[config.mk]
export PLATFORM = sky130hd
export DESIGN_NAME = noc_pass_scheduler_flat
export DESIGN_NICKNAME = d
export VERILOG_FILES = /design/src/rtl/noc_pass_scheduler_if.sv /design/src/rtl/noc_pass_scheduler.sv /design/src/flat_wrapper.sv
export SDC_FILE = /design/constraint.sdc
export NUM_CORES = 1
export LEC_CHECK = 0
export ABC_AREA = 0
export CORE_MARGIN = 2
export CORE_UTILIZATION = 35
export DETAILED_ROUTE_END_ITERATION = 7
export GPL_TIMING_DRIVEN = 1
export PLACE_DENSITY = 0.55
export RECOVER_POWER = 100
export SLEW_MARGIN = 30
export SYNTH_ARGS = -nofsm -noshare
export SYNTH_HDL_FRONTEND = slang
export SYNTH_SLANG_ARGS = --single-unit
[constraint.sdc]
create_clock -name clk -period 3.7 [get_ports clk]
set_input_delay 0.74 -clock clk [delete_from_list [all_inputs] [get_ports clk]]
set_output_delay 0.74 -clock clk [all_outputs]
set_load 0.05 [all_outputs]
[src/rtl/noc_pass_scheduler_if.sv]
// ---------------------------------------------------------------------------
// noc_pass_scheduler_if
//   Handshake bundle between the layer sequencer and the engines it drives.
//   The engines are the filter, ifmap and psum index generators and the PE array.
//   master : sequencer side. It drives the start pulses and gen_await. It
//            receives the done pulses and glb_ready.
//   slave  : engine / global buffer side, with the directions reversed.
//   Signals
//     filt_start/ifmap_start/pe_start/psum_start : one-cycle start pulses
//     filt_done /ifmap_done /pe_done /psum_done  : one-cycle completion pulses
//     gen_await : stall to the active index generator
//     glb_ready : global buffer port can serve an access this cycle
// ---------------------------------------------------------------------------
interface noc_pass_scheduler_if;
    logic filt_start;
    logic ifmap_start;
    logic pe_start;
    logic psum_start;
    logic gen_await;
    logic filt_done;
    logic ifmap_done;
    logic pe_done;
    logic psum_done;
    logic glb_ready;

    modport master (
        output filt_start, ifmap_start, pe_start, psum_start, gen_await,
        input  filt_done, ifmap_done, pe_done, psum_done, glb_ready
    );

    modport slave (
        input  filt_start, ifmap_start, pe_start, psum_start, gen_await,
        output filt_done, ifmap_done, pe_done, psum_done, glb_ready
    );
endinterface

[src/rtl/noc_pass_scheduler.sv]
// ---------------------------------------------------------------------------
// noc_pass_scheduler
//   Sequences one NoC layer as a series of passes. Each pass runs four phases
//   in order: filter load, ifmap load, PE compute and psum drain. The filter
//   load is skipped while the filters loaded earlier are still being reused.
//   Ports
//     clk, reset     : rising-edge clock, asynchronous active-high reset
//     start          : begin a layer; looked at only while idle
//     num_passes     : passes in the layer; latched at start
//     filt_reuse     : consecutive passes that share one filter load; 0 means 1
//     gen            : start/done handshakes, gen_await and glb_ready
//     busy           : high in every state except IDLE
//     done           : one-cycle pulse when the layer completes
//     pass_index     : current pass, 0-based; holds after the layer ends
//     phase          : debug code (IDLE 0, FILT 1, IFMAP 2, COMP 3, PSUM 4, DONE 5)
// ---------------------------------------------------------------------------
module noc_pass_scheduler #(
    parameter int PASS_WIDTH  = 8,
    parameter int REUSE_WIDTH = 4
) (
    input  logic                   clk,
    input  logic                   reset,
    input  logic                   start,
    input  logic [PASS_WIDTH-1:0]  num_passes,
    input  logic [REUSE_WIDTH-1:0] filt_reuse,
    noc_pass_scheduler_if.master   gen,
    output logic                   busy,
    output logic                   done,
    output logic [PASS_WIDTH-1:0]  pass_index,
    output logic [2:0]             phase
);

    typedef enum logic [3:0] {
        S_IDLE,
        S_FILT_START,  S_FILT_WAIT,
        S_IFMAP_START, S_IFMAP_WAIT,
        S_COMP_START,  S_COMP_WAIT,
        S_PSUM_START,  S_PSUM_WAIT,
        S_DONE
    } state_t;

    state_t                 state_q;
    logic [PASS_WIDTH-1:0]  pass_q;
    logic [PASS_WIDTH-1:0]  num_passes_q;
    logic [REUSE_WIDTH-1:0] reuse_q;
    logic [REUSE_WIDTH-1:0] filt_reuse_q;
    logic                   filt_start_q;
    logic                   ifmap_start_q;
    logic                   pe_start_q;
    logic                   psum_start_q;
    logic                   done_q;

    // A reuse setting of 0 behaves like 1, so the wrap point is 0 in both cases.
    logic [REUSE_WIDTH-1:0] reuse_last;
    logic [REUSE_WIDTH-1:0] reuse_nxt;
    logic                   last_pass;

    assign reuse_last = (filt_reuse_q == '0) ? '0 : filt_reuse_q - REUSE_WIDTH'(1);
    assign reuse_nxt  = (reuse_q == reuse_last) ? '0 : reuse_q + REUSE_WIDTH'(1);
    assign last_pass  = (pass_q == num_passes_q - PASS_WIDTH'(1));

    // Each start pulse is registered when its START state is entered, so it lines
    // up with that state. A done input therefore never reaches a start output
    // through combinational logic.
    always_ff @(posedge clk or posedge reset) begin
        if (reset) begin
            state_q       <= S_IDLE;
            pass_q        <= '0;
            num_passes_q  <= '0;
            reuse_q       <= '0;
            filt_reuse_q  <= '0;
            filt_start_q  <= 1'b0;
            ifmap_start_q <= 1'b0;
            pe_start_q    <= 1'b0;
            psum_start_q  <= 1'b0;
            done_q        <= 1'b0;
        end else begin
            filt_start_q  <= 1'b0;
            ifmap_start_q <= 1'b0;
            pe_start_q    <= 1'b0;
            psum_start_q  <= 1'b0;
            done_q        <= 1'b0;
            case (state_q)
                S_IDLE: begin
                    if (start) begin
                        num_passes_q <= num_passes;
                        filt_reuse_q <= filt_reuse;
                        pass_q       <= '0;
                        reuse_q      <= '0;
                        if (num_passes == '0) begin
                            state_q <= S_DONE;
                            done_q  <= 1'b1;
                        end else begin
                            state_q      <= S_FILT_START;
                            filt_start_q <= 1'b1;
                        end
                    end
                end
                // A nonzero reuse count means the filters are already loaded.
                S_FILT_START: begin
                    if (reuse_q == '0) begin
                        state_q <= S_FILT_WAIT;
                    end else begin
                        state_q       <= S_IFMAP_START;
                        ifmap_start_q <= 1'b1;
                    end
                end
                S_FILT_WAIT: begin
                    if (gen.filt_done) begin
                        state_q       <= S_IFMAP_START;
                        ifmap_start_q <= 1'b1;
                    end
                end
                S_IFMAP_START: state_q <= S_IFMAP_WAIT;
                S_IFMAP_WAIT: begin
                    if (gen.ifmap_done) begin
                        state_q    <= S_COMP_START;
                        pe_start_q <= 1'b1;
                    end
                end
                S_COMP_START: state_q <= S_COMP_WAIT;
                S_COMP_WAIT: begin
                    if (gen.pe_done) begin
                        state_q      <= S_PSUM_START;
                        psum_start_q <= 1'b1;
                    end
                end
                S_PSUM_START: state_q <= S_PSUM_WAIT;
                S_PSUM_WAIT: begin
                    if (gen.psum_done) begin
                        reuse_q <= reuse_nxt;
                        if (last_pass) begin
                            state_q <= S_DONE;
                            done_q  <= 1'b1;
                        end else begin
                            pass_q       <= pass_q + PASS_WIDTH'(1);
                            state_q      <= S_FILT_START;
                            filt_start_q <= (reuse_nxt == '0);
                        end
                    end
                end
                S_DONE:  state_q <= S_IDLE;
                default: state_q <= S_IDLE;
            endcase
        end
    end

    always_comb begin
        phase = 3'd0;
        case (state_q)
            S_FILT_START,  S_FILT_WAIT:  phase = 3'd1;
            S_IFMAP_START, S_IFMAP_WAIT: phase = 3'd2;
            S_COMP_START,  S_COMP_WAIT:  phase = 3'd3;
            S_PSUM_START,  S_PSUM_WAIT:  phase = 3'd4;
            S_DONE:                      phase = 3'd5;
            default:                     phase = 3'd0;
        endcase
    end

    // The PE array does not touch the global buffer, so COMP is never stalled.
    assign gen.gen_await = !gen.glb_ready &&
                           (state_q == S_FILT_WAIT || state_q == S_IFMAP_WAIT ||
                            state_q == S_PSUM_WAIT);

    assign gen.filt_start  = filt_start_q;
    assign gen.ifmap_start = ifmap_start_q;
    assign gen.pe_start    = pe_start_q;
    assign gen.psum_start  = psum_start_q;
    assign busy            = (state_q != S_IDLE);
    assign done            = done_q;
    assign pass_index      = pass_q;

endmodule

[src/flat_wrapper.sv]
// flat-port wrapper written by rule: the top's interface ports become plain ports
module noc_pass_scheduler_flat 
#(
    parameter int PASS_WIDTH  = 8,
    parameter int REUSE_WIDTH = 4
)
  (clk, reset, start, num_passes, filt_reuse, busy, done, pass_index, phase, gen_filt_start, gen_ifmap_start, gen_pe_start, gen_psum_start, gen_gen_await, gen_filt_done, gen_ifmap_done, gen_pe_done, gen_psum_done, gen_glb_ready);
  noc_pass_scheduler_if gen_i ();
  input  logic clk;
  input  logic reset;
  input  logic start;
  input  logic [PASS_WIDTH-1:0] num_passes;
  input  logic [REUSE_WIDTH-1:0] filt_reuse;
  output logic busy;
  output logic done;
  output logic [PASS_WIDTH-1:0] pass_index;
  output logic [2:0] phase;
  output wire logic [$bits(gen_i.filt_start)-1:0] gen_filt_start;
  output wire logic [$bits(gen_i.ifmap_start)-1:0] gen_ifmap_start;
  output wire logic [$bits(gen_i.pe_start)-1:0] gen_pe_start;
  output wire logic [$bits(gen_i.psum_start)-1:0] gen_psum_start;
  output wire logic [$bits(gen_i.gen_await)-1:0] gen_gen_await;
  input wire logic [$bits(gen_i.filt_done)-1:0] gen_filt_done;
  input wire logic [$bits(gen_i.ifmap_done)-1:0] gen_ifmap_done;
  input wire logic [$bits(gen_i.pe_done)-1:0] gen_pe_done;
  input wire logic [$bits(gen_i.psum_done)-1:0] gen_psum_done;
  input wire logic [$bits(gen_i.glb_ready)-1:0] gen_glb_ready;
  assign gen_filt_start = gen_i.filt_start;
  assign gen_ifmap_start = gen_i.ifmap_start;
  assign gen_pe_start = gen_i.pe_start;
  assign gen_psum_start = gen_i.psum_start;
  assign gen_gen_await = gen_i.gen_await;
  assign gen_i.filt_done = gen_filt_done;
  assign gen_i.ifmap_done = gen_ifmap_done;
  assign gen_i.pe_done = gen_pe_done;
  assign gen_i.psum_done = gen_psum_done;
  assign gen_i.glb_ready = gen_glb_ready;
  noc_pass_scheduler #(.PASS_WIDTH(PASS_WIDTH), .REUSE_WIDTH(REUSE_WIDTH)) u_core (.clk(clk), .reset(reset), .start(start), .num_passes(num_passes), .filt_reuse(filt_reuse), .gen(gen_i), .busy(busy), .done(done), .pass_index(pass_index), .phase(phase));
endmodule
==> impl_metrics.toml, run 1 <==
[sta]
slew_headroom_pct = -19.3
tns_ns = 0
finalHoldViolations = 0
worst_pin_slew_ns = 1.79
period_minus_slack_ns = 3.14
worst_clock_skew_ns = 0.00630
max_freq_mhz = 319
rsz0062_at_grt = "no"
slew_viol_final = 34
setup_violations = 0
period_share_pct = 84.8

[drt]
wire_per_inst_um = 13.9
drc = 0
drt_iter0_drc = 70
via_per_inst = 5.27
ant_nets = 0
firstDrtPassIters = 4
vias = 1846
routed_wl_um = 4880

[clock_tree]
clock_latency_ns = 0.29
clockRootBuffer = "clkbuf_8"
clk_path_buf_depth = 2
cts_max_level = 2
cts_buffers = 5
cts_setup_buffers = 0
cts.sinks = 33
clkSlewWorstSetupHoldPaths_ns = 0.06
cts_hold_buffers = 0
cts_tree = "built"
cts_resized = 0

[synth]
muxShareOfSynthArea_pct = 7.94
synthAdderAreaFrac_pct = 5.10
async_flop_share_pct = 100
ys_seq_area_share_pct = 37.4
mappedNetlistArea_um2 = 2210
synth_flop_cell = "dfrtp_1"
synthCells = 242
synth_area_per_cell_um2 = 9.12
synthTopCellsByArea = "dfrtp_1, ha_1, mux2_2"
yosys_warnings = 0
synth_cell_types = 49
post-synth-top-area-cell = "dfrtp_1"
yosysTopAreaCellShare_pct = 37.4
synth_top_family_by_area = "simple AND/OR/NAND/NOR gates"
synth-compound-area-share_pct = 18.6
synth_xor_xnor_area_share_pct = 4.37
syn_nets = 271
synth-simple-area-share_pct = 21.6
synth_edf_count = 0
synth_seq_cells = 33

[outcome]
violations = "max-capacitance violations, max-slew violations"
status = "finished, violations left"

[finish]
nets = 305
layout_commonest_cell = "dfrtp_1"
regArea_um2 = 826
n_antenna_cell = 0
design_area_um2 = 2700
fill_cells = 583
multiInputGateArea_um2 = 1270
final_cell_mix = "dfrtp_1, nand2_1, dlygate4sd3_1, o21ai_0, clkdlybuf4s50_1"
syn2layout_area_growth_pct = 22.3
layout-drive-gt1-share_pct = 7.64

[placed_design]
portBuffers = 37
dp.final_hpwl_um = 3640
place_area_um2 = 2630
gp_congestion = 0.768

[worst_hold_path]
min_from = "u_core.num_passes_q[7]$_DFFE_PP0P_"
hold_class = "reg -> reg"
min_to = "u_core.num_passes_q[7]$_DFFE_PP0P_"
whs_path_depth = 1

[global_route]
grt_start_max_net_pins = 34
antenna_found_initial = 0
grt_use_total_pct = 14.4
grt_pass1_vias = 1679
grt-ovfl-total = 0
grt_pass1_wl_um = 8100

[die]
die_w_um = 83.4
die_h_um = 83.4
dieArea_um2 = 6960
rows = 28
initial_core_util_pct = 36.8
design.core.area_um2 = 5990
io-pin-count = 38

[power]
p_leak_uw = 0.00113
combPwrFrac_pct = 52.5
p_per_area_nw_per_um2 = 690
netSwitchingFraction_pct = 46.7
p_int_uw = 994
vdd_drop_max_mv = 0.352
p_switching_uw = 869
fin_total_pwr_uw = 1860
pwr-share-clk_pct = 13.4
power_frac_seq_pct = 34.1

[worst_setup_path]
worstPathArrival_ns = 2.40
reg2reg_from = "u_core.num_passes_q[0]$_DFFE_PP0P_"
r2r_cells = 8
cp_max_fo = 10
r2r_slack_ns = 1.10
crit_required_ns = 2.96
start_kind = "flip-flop"
r2r_end = "u_core.pass_index[6]$_DFFE_PP0P_"
critPathCaptureType = "primary output"
crit_type = "reg -> out"

[job]
drv_cap = 1
==> per-layer routing <==
layer	track usage, %	routed length, µm	part of all wire (%)
met2	22.4	2290	47
met5	0	0	0
met4	3.52	48	0.98
met1	19.5	2310	47
met3	4.47	225	4.6
==> worst max-delay path, cell delays in order, from the launching register on <==
cell and delay, ns:
dfrtp_1 0.42, inv_1 0.11, ha_1 0.34, mux2i_1 0.12, nor2_1 0.10, a21oi_1 0.05, nor2_1 0.09, dlygate4sd3_1 0.87
==> final cells by class <==
class | count | share of cell area [%]
tap | 75 | 3.48
clock buffer | 5 | 2.55
inverter | 15 | 2.09
sequential | 33 | 30.6
clock inverter | 1 | 0.185
multi-input combinational | 182 | 47.1
timing repair buffer | 39 | 14.0
==> worst max-delay path by stage <==
stage | startpoint | endpoint | depth (start not counted)
2_1_floorplan | u_core.state_q[3]$_DFFE_PP0P_ | phase[2] | 3
3_3_place_gp | gen_glb_ready | gen_gen_await | 3
3_5_place_dp | gen_glb_ready | gen_gen_await | 3
4_1_cts | u_core.state_q[1]$_DFFE_PP0P_ | gen_gen_await | 7
5_1_grt | u_core.state_q[1]$_DFFE_PP0P_ | gen_gen_await | 7
6_report | u_core.state_q[1]$_DFFE_PP0P_ | gen_gen_await | 7
==> cell usage after synthesis, types with 2 or more instances <==
cell type	n
xnor2_1	5
o211ai_1	3
o21ai_0	19
or3_2	2
clkbuf_1	9
mux2i_1	4
nand3b_1	3
and3_1	3
nand3_1	9
mux2_1	2
nand2b_1	5
a211oi_1	4
nor4bb_1	2
a21oi_1	12
nand2_1	21
o31ai_1	5
nor3_1	5
a211o_1	2
mux2_2	10
nor2_1	14
xor2_1	6
nor4_1	5
a41oi_1	2
nor3b_1	2
nand4_1	3
inv_1	15
nor2b_1	5
ha_1	9
dfrtp_1	33
a32oi_1	2
a31oi_1	3
==> kinds of logic after synthesis <==
logic type	count (synthesis)
xor gates and xnor gates	11
DFF	33
adders and majority gates	9
buffers and inverters	27
AOI/OAI and AO/OA	60
muxes	16
and+or+nand+nor	86
==> registers in the layout, summed over array words and instances, names as in the netlist <==
name and flops:
u_core.num_passes_q 8, u_core.pass_index 8, u_core.filt_reuse_q 4, u_core.reuse_q 4, u_core.state_q 4, u_core.done 1, u_core.gen.filt_start 1, u_core.gen.ifmap_start 1
u_core.gen.pe_start 1, u_core.gen.psum_start 1
==> stage by stage <==
step | hold slack (ns) | setup slack (ns) | instances | util (%)
2_1_floorplan | 0.501 | 1.03 | 242 | -
3_3_place_gp | 0.517 | 0.920 | 344 | 43.9
3_5_place_dp | 0.520 | 0.911 | 344 | 43.9
4_1_cts | 0.535 | 0.608 | 350 | 45.2
5_1_grt | 0.556 | 0.370 | 350 | 45.1
6_report | 0.532 | 0.564 | 350 | 45.1
==> power groups by stage <==
stage	clock [µW]	sequential [µW]	combinational [µW]
2_1_floorplan	0	626	772
5_1_grt	279	664	1080
4_1_cts	261	639	1010
3_3_place_gp	0	644	1000
3_5_place_dp	0	646	1010
6_report	250	635	978
Note: power is estimated with default switching activity, not from simulation.
==> run 2, diff against run 1 <==
Clock period 3.7 ns to 2.9 ns, I/O delays scaled along.
==> run 2 against run 1 <==
Compared with the run above:
- the flow still finishes with violations (max-capacitance violations, max-slew violations)
- critical endpoint is now phase[0]
- utilization is 0.40 points higher
- critical path type unchanged
- clock power increased by 54%
- largest cell class unchanged
- cell area is 0.88% higher
- via count increased by 0.70%
- clock skew hardly changed
- sequential cell count unchanged
==> impl_metrics.toml, run 2 (synthesized netlist as in run 1, its figures left out) <==
[worst_setup_path]
critPathCaptureType = "primary output"
r2r_end = "u_core.pass_index[6]$_DFFE_PP0P_"
crit_path_start = "u_core.state_q[0]$_DFFE_PP0P_"
worstPathArrival_ns = 2.10
r2r_cells = 6
reg2reg_from = "u_core.num_passes_q[2]$_DFFE_PP0P_"
crit_required_ns = 2.32
cp-endpoint = "phase[0]"
r2r_slack_ns = 0.35
crit_type = "reg -> out"
cp_max_fo = 5
start_kind = "flip-flop"

[finish]
nets = 308
n_antenna_cell = 0
design_area_um2 = 2720
layout-drive-gt1-share_pct = 8.21
final_cell_mix = "dfrtp_1, nand2_1, o21ai_0, clkdlybuf4s50_1, dlygate4sd3_1"
syn2layout_area_growth_pct = 23.4
layout_commonest_cell = "dfrtp_1"

[sta]
period_share_pct = 92.3
tns_ns = 0
slew_viol_final = 34
worst_pin_slew_ns = 1.81
period_minus_slack_ns = 2.68
rsz0062_at_grt = "no"
max_freq_mhz = 374
slew_headroom_pct = -20.6
finalHoldViolations = 0
setup_violations = 0
worst_clock_skew_ns = 0.00610

[worst_hold_path]
hold_class = "reg -> reg"
min_from = "u_core.num_passes_q[7]$_DFFE_PP0P_"

[placed_design]
place_area_um2 = 2650
portBuffers = 37
gp_congestion = 0.812
dp.final_hpwl_um = 3750

[clock_tree]
cts_tree = "built"
cts_hold_buffers = 0
clkSlewWorstSetupHoldPaths_ns = 0.07
clk_path_buf_depth = 2
clockRootBuffer = "clkbuf_8"
cts_buffers = 5
cts.sinks = 33
cts_setup_buffers = 0
cts_max_level = 2
clock_latency_ns = 0.28

[global_route]
grt_start_max_net_pins = 34
grt_pass1_vias = 1806
grt_pass1_wl_um = 8850
antenna_found_initial = 0
grt-ovfl-total = 0
grt_use_total_pct = 15.5

[power]
netSwitchingFraction_pct = 45.9
combPwrFrac_pct = 52.1
p_leak_uw = 0.00114
p_per_area_nw_per_um2 = 905
pwr-share-clk_pct = 15.6
p_switching_uw = 1130
fin_total_pwr_uw = 2460
p_int_uw = 1330
vdd_drop_max_mv = 0.493
power_frac_seq_pct = 32.3

[die]
dieArea_um2 = 6960
die_w_um = 83.4
die_h_um = 83.4
initial_core_util_pct = 36.8
io-pin-count = 38
design.core.area_um2 = 5990
rows = 28

[drt]
drt_iter0_drc = 69
firstDrtPassIters = 4
drc = 0
via_per_inst = 5.24
routed_wl_um = 5080
ant_nets = 0
wire_per_inst_um = 14.3
vias = 1859

[job]
drv_cap = 1

[outcome]
status = "finished, violations left"
violations = "max-capacitance violations, max-slew violations"
[run 2: cell count changes in the layout (fill, tap and decap cells not counted), sizes merged]
cell | before | now
clkdlybuf4s50 | 17 | 18
buf | 0 | 1
clkbuf | 7 | 13
dlygate4sd3 | 20 | 17
[run 2: power groups by stage]
| stage | Combinational, µW | Clock (µW) | Sequential [µW] |
|---|---|---|---|
| floorplan | 986 | 0 | 799 |
| finish | 1280 | 385 | 796 |
| detailed placement | 1330 | 0 | 805 |
| global placement | 1310 | 0 | 804 |
| global route | 1430 | 430 | 828 |
| CTS | 1330 | 401 | 796 |
[run 2: how the worst min path moves through the flow]
stage,cells after the start,slack (ns),to
finish,1,0.53,u_core.num_passes_q[7]$_DFFE_PP0P_
CTS,1,0.54,u_core.num_passes_q[7]$_DFFE_PP0P_
global route,1,0.55,u_core.num_passes_q[7]$_DFFE_PP0P_
detailed placement,1,0.52,u_core.num_passes_q[7]$_DFFE_PP0P_
global placement,1,0.52,u_core.num_passes_q[7]$_DFFE_PP0P_
floorplan,1,0.50,u_core.num_passes_q[7]$_DFFE_PP0P_
[run 2: critical path, cell delays in order, from the launching register on]
cell and delay [ns]:
dfrtp_1 0.43, inv_1 0.09, ha_1 0.29, inv_1 0.04, o21ai_0 0.15, clkdlybuf4s50_1 0.82
[run 2: metal layers]
metal  wire length (µm)  track usage [%]  up-vias  part of all wire [%]
li1                   -                -      955                     -
met1               2570             22.0      870                    51
met2               2280             23.6       28                    45
met3                168             3.38        6                   3.3
met4                 59             4.84        0                   1.2
met5                  0                0        -                     0
[run 2: cell type report]
type,instances,area [µm²]
well taps,75,93.8
repair buffers,42,380
fillers,590,3270
clock inverters,1,5.00
flip-flops and latches,33,826
clock buffers,7,96.3
inverters,15,56.3
multi-input cells,182,1260
[run 2: through the flow]
step           cells  utilization [%]  setup slack, ns  hold WS [ns]
2_1_floorplan    242                -            0.388         0.501
3_3_place_gp     347             44.3            0.411         0.518
3_5_place_dp     347             44.3            0.390         0.520
4_1_cts          355             46.0            0.165         0.537
5_1_grt          355             45.4            0.105         0.545
6_report         355             45.4            0.224         0.534
[run 2: repair_timing]
item	in CTS	in global routing
endpoints found under the setup margin	0	1
hold endpoints to repair	0	0
resized for setup	0	1
==> run 3, diff against run 2 <==
Settings changed: PLACE_DENSITY 0.55 to 0.57.
Clock period 2.9 ns to 2.1 ns, I/O delays scaled along.
==> run 3 against run 2 <==
Compared with the run above:
- the flow finishes with violations (negative setup slack)
- critical path depth grew 2
- sequential share of layout area fell by 3.8 points
- via count increased by 12%
- routed wire length rose by 12%
- clock skew hardly changed
- worst setup slack got worse by 0.42 ns
- global-route usage up 1.3 points
- largest cell class unchanged
- highest routed layer unchanged
==> impl_metrics.toml, run 3 (synthesized netlist as in run 1, its figures left out) <==
[worst_setup_path]
cp_max_fo = 6
crit_required_ns = 2.27
worstPathArrival_ns = 2.47
critPathCaptureType = "flip-flop"
crit_type = "reg -> reg"
start_kind = "flip-flop"

[placed_design]
gp_congestion = 0.776
dp.final_hpwl_um = 4150
pre_cts_ws_ns = -0.264
portBuffers = 37

[finish]
regArea_um2 = 831
multiInputGateArea_um2 = 1430
finish.utilization_pct = 52.3
nets = 341
layout_commonest_cell = "dfrtp_1"
syn2layout_area_growth_pct = 41.8
fill_cells = 547
final_cell_mix = "dfrtp_1, buf_4, clkdlybuf4s50_1, nand2_1, o21ai_0"
layout-drive-gt1-share_pct = 29.7
n_antenna_cell = 0

[die]
dieArea_um2 = 6960
die_w_um = 83.4
initial_core_util_pct = 36.8
die_h_um = 83.4
rows = 28
io-pin-count = 38
design.core.area_um2 = 5990

[clock_tree]
cts_hold_buffers = 0
cts.sinks = 33
clk_path_buf_depth = 2
clkSlewWorstSetupHoldPaths_ns = 0.07
clockRootBuffer = "clkbuf_8"
cts_max_level = 2
cts_tree = "built"
clock_latency_ns = 0.29
cts_buffers = 5

[sta]
period_minus_slack_ns = 2.30
setup_violations = 19
period_share_pct = 109
slew_viol_final = 0
finalHoldViolations = 0
slew_headroom_pct = 42.9
fin_ws_ns = -0.199
tns_ns = -1.51
worst_clock_skew_ns = 0.00561
rsz0062_at_grt = "yes"
max_freq_mhz = 435
worst_pin_slew_ns = 0.857

[power]
vdd_drop_max_mv = 0.752
p_per_area_nw_per_um2 = 1250
p_leak_uw = 0.00129

[drt]
drc = 0
routed_wl_um = 5690
firstDrtPassIters = 4
vias = 2077
drt_iter0_drc = 75
via_per_inst = 5.35
ant_nets = 0
wire_per_inst_um = 14.7

[global_route]
grt-ovfl-total = 0
grt_pass1_vias = 1971
antenna_found_initial = 0
grt_use_total_pct = 16.8
grt_start_max_net_pins = 34
grt_pass1_wl_um = 9600

[outcome]
status = "finished, violations left"
violations = "negative setup slack"

[job]
drv_cap = 0

[worst_hold_path]
hold_class = "reg -> reg"
## run 3: metal layers
layer  wire length (µm)  vias up  global-route usage, %  share of wire [%]
met2               2780       37                   27.7                 49
met3                218        8                   3.88                3.8
met5                  0        -                      0                  0
met4                 79        0                   5.43                1.4
met1               2610     1007                   21.9                 46
li1                   -     1025                      -                  -
## run 3: metrics by stage
stage	total power, µW	area (µm²)	hold WS, ns	instances
6_report	3900	3130	0.579	388
5_1_grt	4190	3130	0.608	388
4_1_cts	4000	3180	0.561	388
3_5_place_dp	3430	2990	0.572	378
3_3_place_gp	3410	2990	0.562	378
2_1_floorplan	2520	2250	0.537	242
## run 3: area by class of cell
type                            instances  area share, %
Timing Repair Buffer                   75           20.3
Sequential cell                        33           26.5
Inverter                               15           1.80
Multi-Input combinational cell        182           45.8
Tap cell                               75           3.00
Clock inverter                          2          0.320
Clock buffer                            6           2.32
## run 3: critical path, cell delays in order, from the launching register on
cell and delay (ns):
dfrtp_2 0.44, or4_4 0.57, nor4_4 0.17, a311oi_2 0.11
a2111oi_4 0.33, buf_6 0.19, nor4b_4 0.05, mux2_4 0.31
## run 3: worst paths after layout
check | end | from | cells after the start | slack [ns]
min in group asynchronous | u_core.filt_reuse_q[1]$_DFFE_PP0P_ | reset | 3 | 0.83
worst min-delay path | u_core.num_passes_q[7]$_DFFE_PP0P_ | u_core.num_passes_q[7]$_DFFE_PP0P_ | 1 | 0.58
worst max register to register | u_core.pass_index[6]$_DFFE_PP0P_ | u_core.num_passes_q[1]$_DFFE_PP0P_ | 7 | -0.20
max in group asynchronous | u_core.pass_index[5]$_DFFE_PP0P_ | reset | 3 | 0.67
worst max-delay path | u_core.pass_index[6]$_DFFE_PP0P_ | u_core.num_passes_q[1]$_DFFE_PP0P_ | 7 | -0.20
worst min register to register | u_core.num_passes_q[7]$_DFFE_PP0P_ | u_core.num_passes_q[7]$_DFFE_PP0P_ | 1 | 0.58
## run 3: where the power goes
part | internal [µW] | switching (µW)
combinational | 1060 | 1280
sequential | 825 | 269
clock | 230 | 242
## run 3: timing repair
item | CTS | global route
endpoints found under the hold margin | 0 | 0
setup endpoints to repair | 11 | 15
resized for setup | 20 | 14
setup buffers | 3 | 0
pin swaps | 8 | 7
==> variant (config.mk and constraints of run 3) <==
Re-encode `state_t` (10 states) as one-hot, 10 bits wide.
--- a/src/rtl/noc_pass_scheduler.sv
+++ b/src/rtl/noc_pass_scheduler.sv
@@ -30,13 +30,13 @@
     output logic [2:0]             phase
 );
 
-    typedef enum logic [3:0] {
-        S_IDLE,
-        S_FILT_START,  S_FILT_WAIT,
-        S_IFMAP_START, S_IFMAP_WAIT,
-        S_COMP_START,  S_COMP_WAIT,
-        S_PSUM_START,  S_PSUM_WAIT,
-        S_DONE
+    typedef enum logic [9:0] {
+        S_IDLE = 10'b0000000001,
+        S_FILT_START = 10'b0000000010,  S_FILT_WAIT = 10'b0000000100,
+        S_IFMAP_START = 10'b0000001000, S_IFMAP_WAIT = 10'b0000010000,
+        S_COMP_START = 10'b0000100000,  S_COMP_WAIT = 10'b0001000000,
+        S_PSUM_START = 10'b0010000000,  S_PSUM_WAIT = 10'b0100000000,
+        S_DONE = 10'b1000000000
     } state_t;
 
     state_t                 state_q;
Behaviour: no difference found for any inputs over 10 cycles, from zero or initial values and one cycle with reset high; not proved beyond that.
==> variant against run 3 <==
  * The flow still finishes with violations (setup timing)
  * Worst setup slack gained 0.010 ns
  * Hold slack got worse by 0.063 ns
  * Routed wire length rose by 24%
  * Design area increased by 22%
  * Fmax grew 0.45%
  * Non-clock buffer count grew 21
  * Total power is 2.1% lower
  * Synthesized area grew 18%
  * Via count up 19%
  * Register-to-register slack improved by 0.02 ns
  * Sequential cell count is 6 higher
  * First-iteration DRC count rose by 61%
  * Critical path type is now reg -> out
==> variant: results (changes against run 3) <==
status finished, violations left (unchanged); violated checks setup timing (unchanged); Netlist cell types 61 (was 49); largest net degree at the start of global routing 32 (was 34); vias 2469 (was 2077); DRT Wirelength 7025 um (was 5686 um); # diodes 0 (unchanged); final instance count without filler cells 475 (was 388); Iteration-0 DRC Markers 121 (was 75); IO Port Bufs 37 (unchanged); Root Buffer clkbuf_8 (unchanged); flop2flop setup slack -0.18 ns (was -0.20 ns); WP data arrival 1.87 ns (was 2.47 ns); routability cong. 0.8969 (was 0.7763); synth warn 0 (unchanged); r2r startpoint u_core.num_passes_q[1] (unchanged); leakage 0.001623 uW (was 0.001286 uW); Clock Skews 0.01279 ns (was 0.005613 ns); DP Wirelength 5334 um (was 4154 um); vias in the first global route 2394 (was 1971); Cells after Synth 287 (was 242); share of cells above drive strength 1 36.70% (was 29.71%); Total GRT Usage 17.62% (was 16.83%); H-tree levels 2 (unchanged); Cells after DPL 462 (was 378); worst-path fanout max 4 (was 6); Largest Register u_core.state_q; Worst VDD drop 555.9 uV (was 752.2 uV); global-route wire length before repair 11630 um (was 9604 um); Min Hold Slack 0.5158 ns (was 0.5786 ns); ranking of synthesized cells by area dfrtp_1 36%, mux2_2 5.6%, nand2_1 3.7% (was dfrtp_1 37%, ha_1 5.1%, mux2_2 5.1%); Final WS setup -0.1884 ns (was -0.1988 ns); DRT Pass-1 Iters 4 (unchanged); setup_tns -2.083 ns (was -1.506 ns); Hold Path Class in -> async (was reg -> reg); Reg-to-Reg End u_core.pass_index[1] (was u_core.pass_index[6]); Async SR Flop Fraction 100.0% (unchanged); Least-Margin Pin Slew 0.7938 ns (was 0.8572 ns); max FFs per register 10; Nets 399 (was 341); Post-DP Area 0.003531 mm^2 (was 0.002985 mm^2); Setup violations, final 14 (was 19); clk_lat worst skew approximately 0.3 ns; clock buffer count from CTS 5 (unchanged); commonest cells in the netlist 38 x dfrtp_1, 26 x nand2_1, 20 x nor2_1 (was 33 x dfrtp_1, 21 x nand2_1, 19 x o21ai_0); Clk pin slew, worst setup/hold paths 0.09 ns (was 0.07 ns); Reg2Reg Depth 9 (was 7); initial antenna violation count 0 (unchanged); syn nets 311 (was 271); sequential fraction of the synthesis area 37.46% (was 37.41%); clock buffer depth 2 (unchanged); Setup WS pre-CTS -0.2043 ns (was -0.2643 ns)
==> variant: cell type report <==
| type | instances | area, um^2 |
|---|---|---|
| Clock buffer | 6 | 82.58 |
| Clock inverter | 2 | 35.03 |
| Fill cell | 699 | 3420 |
| Inverter | 12 | 45.04 |
| Multi-Input combinational cell | 221 | 1735 |
| Sequential cell | 39 | 980.9 |
| Tap cell | 99 | 123.9 |
| Timing Repair Buffer | 96 | 830.8 |
==> variant: per-layer routing <==
layer,GRT usage (%),routed length [um]
met1,22.61,3095
met5,0,0
met2,30.70,3508
met4,4.103,151
met3,3.422,270
==> variant: power by group <==
| group | internal (uW) | switching (uW) |
|---|---|---|
| registers | 911 | 202 |
| clock network | 385 | 274 |
| logic | 1010 | 1040 |
| total | 2300 | 1510 |
==> variant: kinds of logic after synthesis <==
kind of cell / share of synthesized area (%)
buffers and inverters: 5.131
and+or+nand+nor: 27.63
xor gates and xnor gates: 4.029
muxes: 8.297
AOI/OAI and AO/OA: 15.54
adders and majority gates: 1.919
DFF: 37.46
==> variant: worst max path at each step <==
stage,startpoint,endpoint,cells past startpoint
2_1_floorplan,u_core.state_q[5],phase[0],6
3_3_place_gp,u_core.num_passes_q[1],u_core.pass_index[3],6
3_5_place_dp,u_core.num_passes_q[1],u_core.pass_index[3],8
4_1_cts,u_core.state_q[6],gen_gen_await,4
5_1_grt,u_core.num_passes_q[1],u_core.pass_index[4],10
6_report,u_core.state_q[5],gen_gen_await,4
==> variant: repair_timing <==
item / in CTS / in global routing
gates resized for setup: 33 / 18
buffers inserted: 3 / 2
setup endpoints to repair: 15 / 29
pin swaps: 12 / 7
==> variant: worst max-delay path, cell delays in order, from the launching register on <==
cell and delay, ns:
dfrtp_1 0.43, or2_4 0.27, or4_4 0.52, a31oi_4 0.20
buf_12 0.15
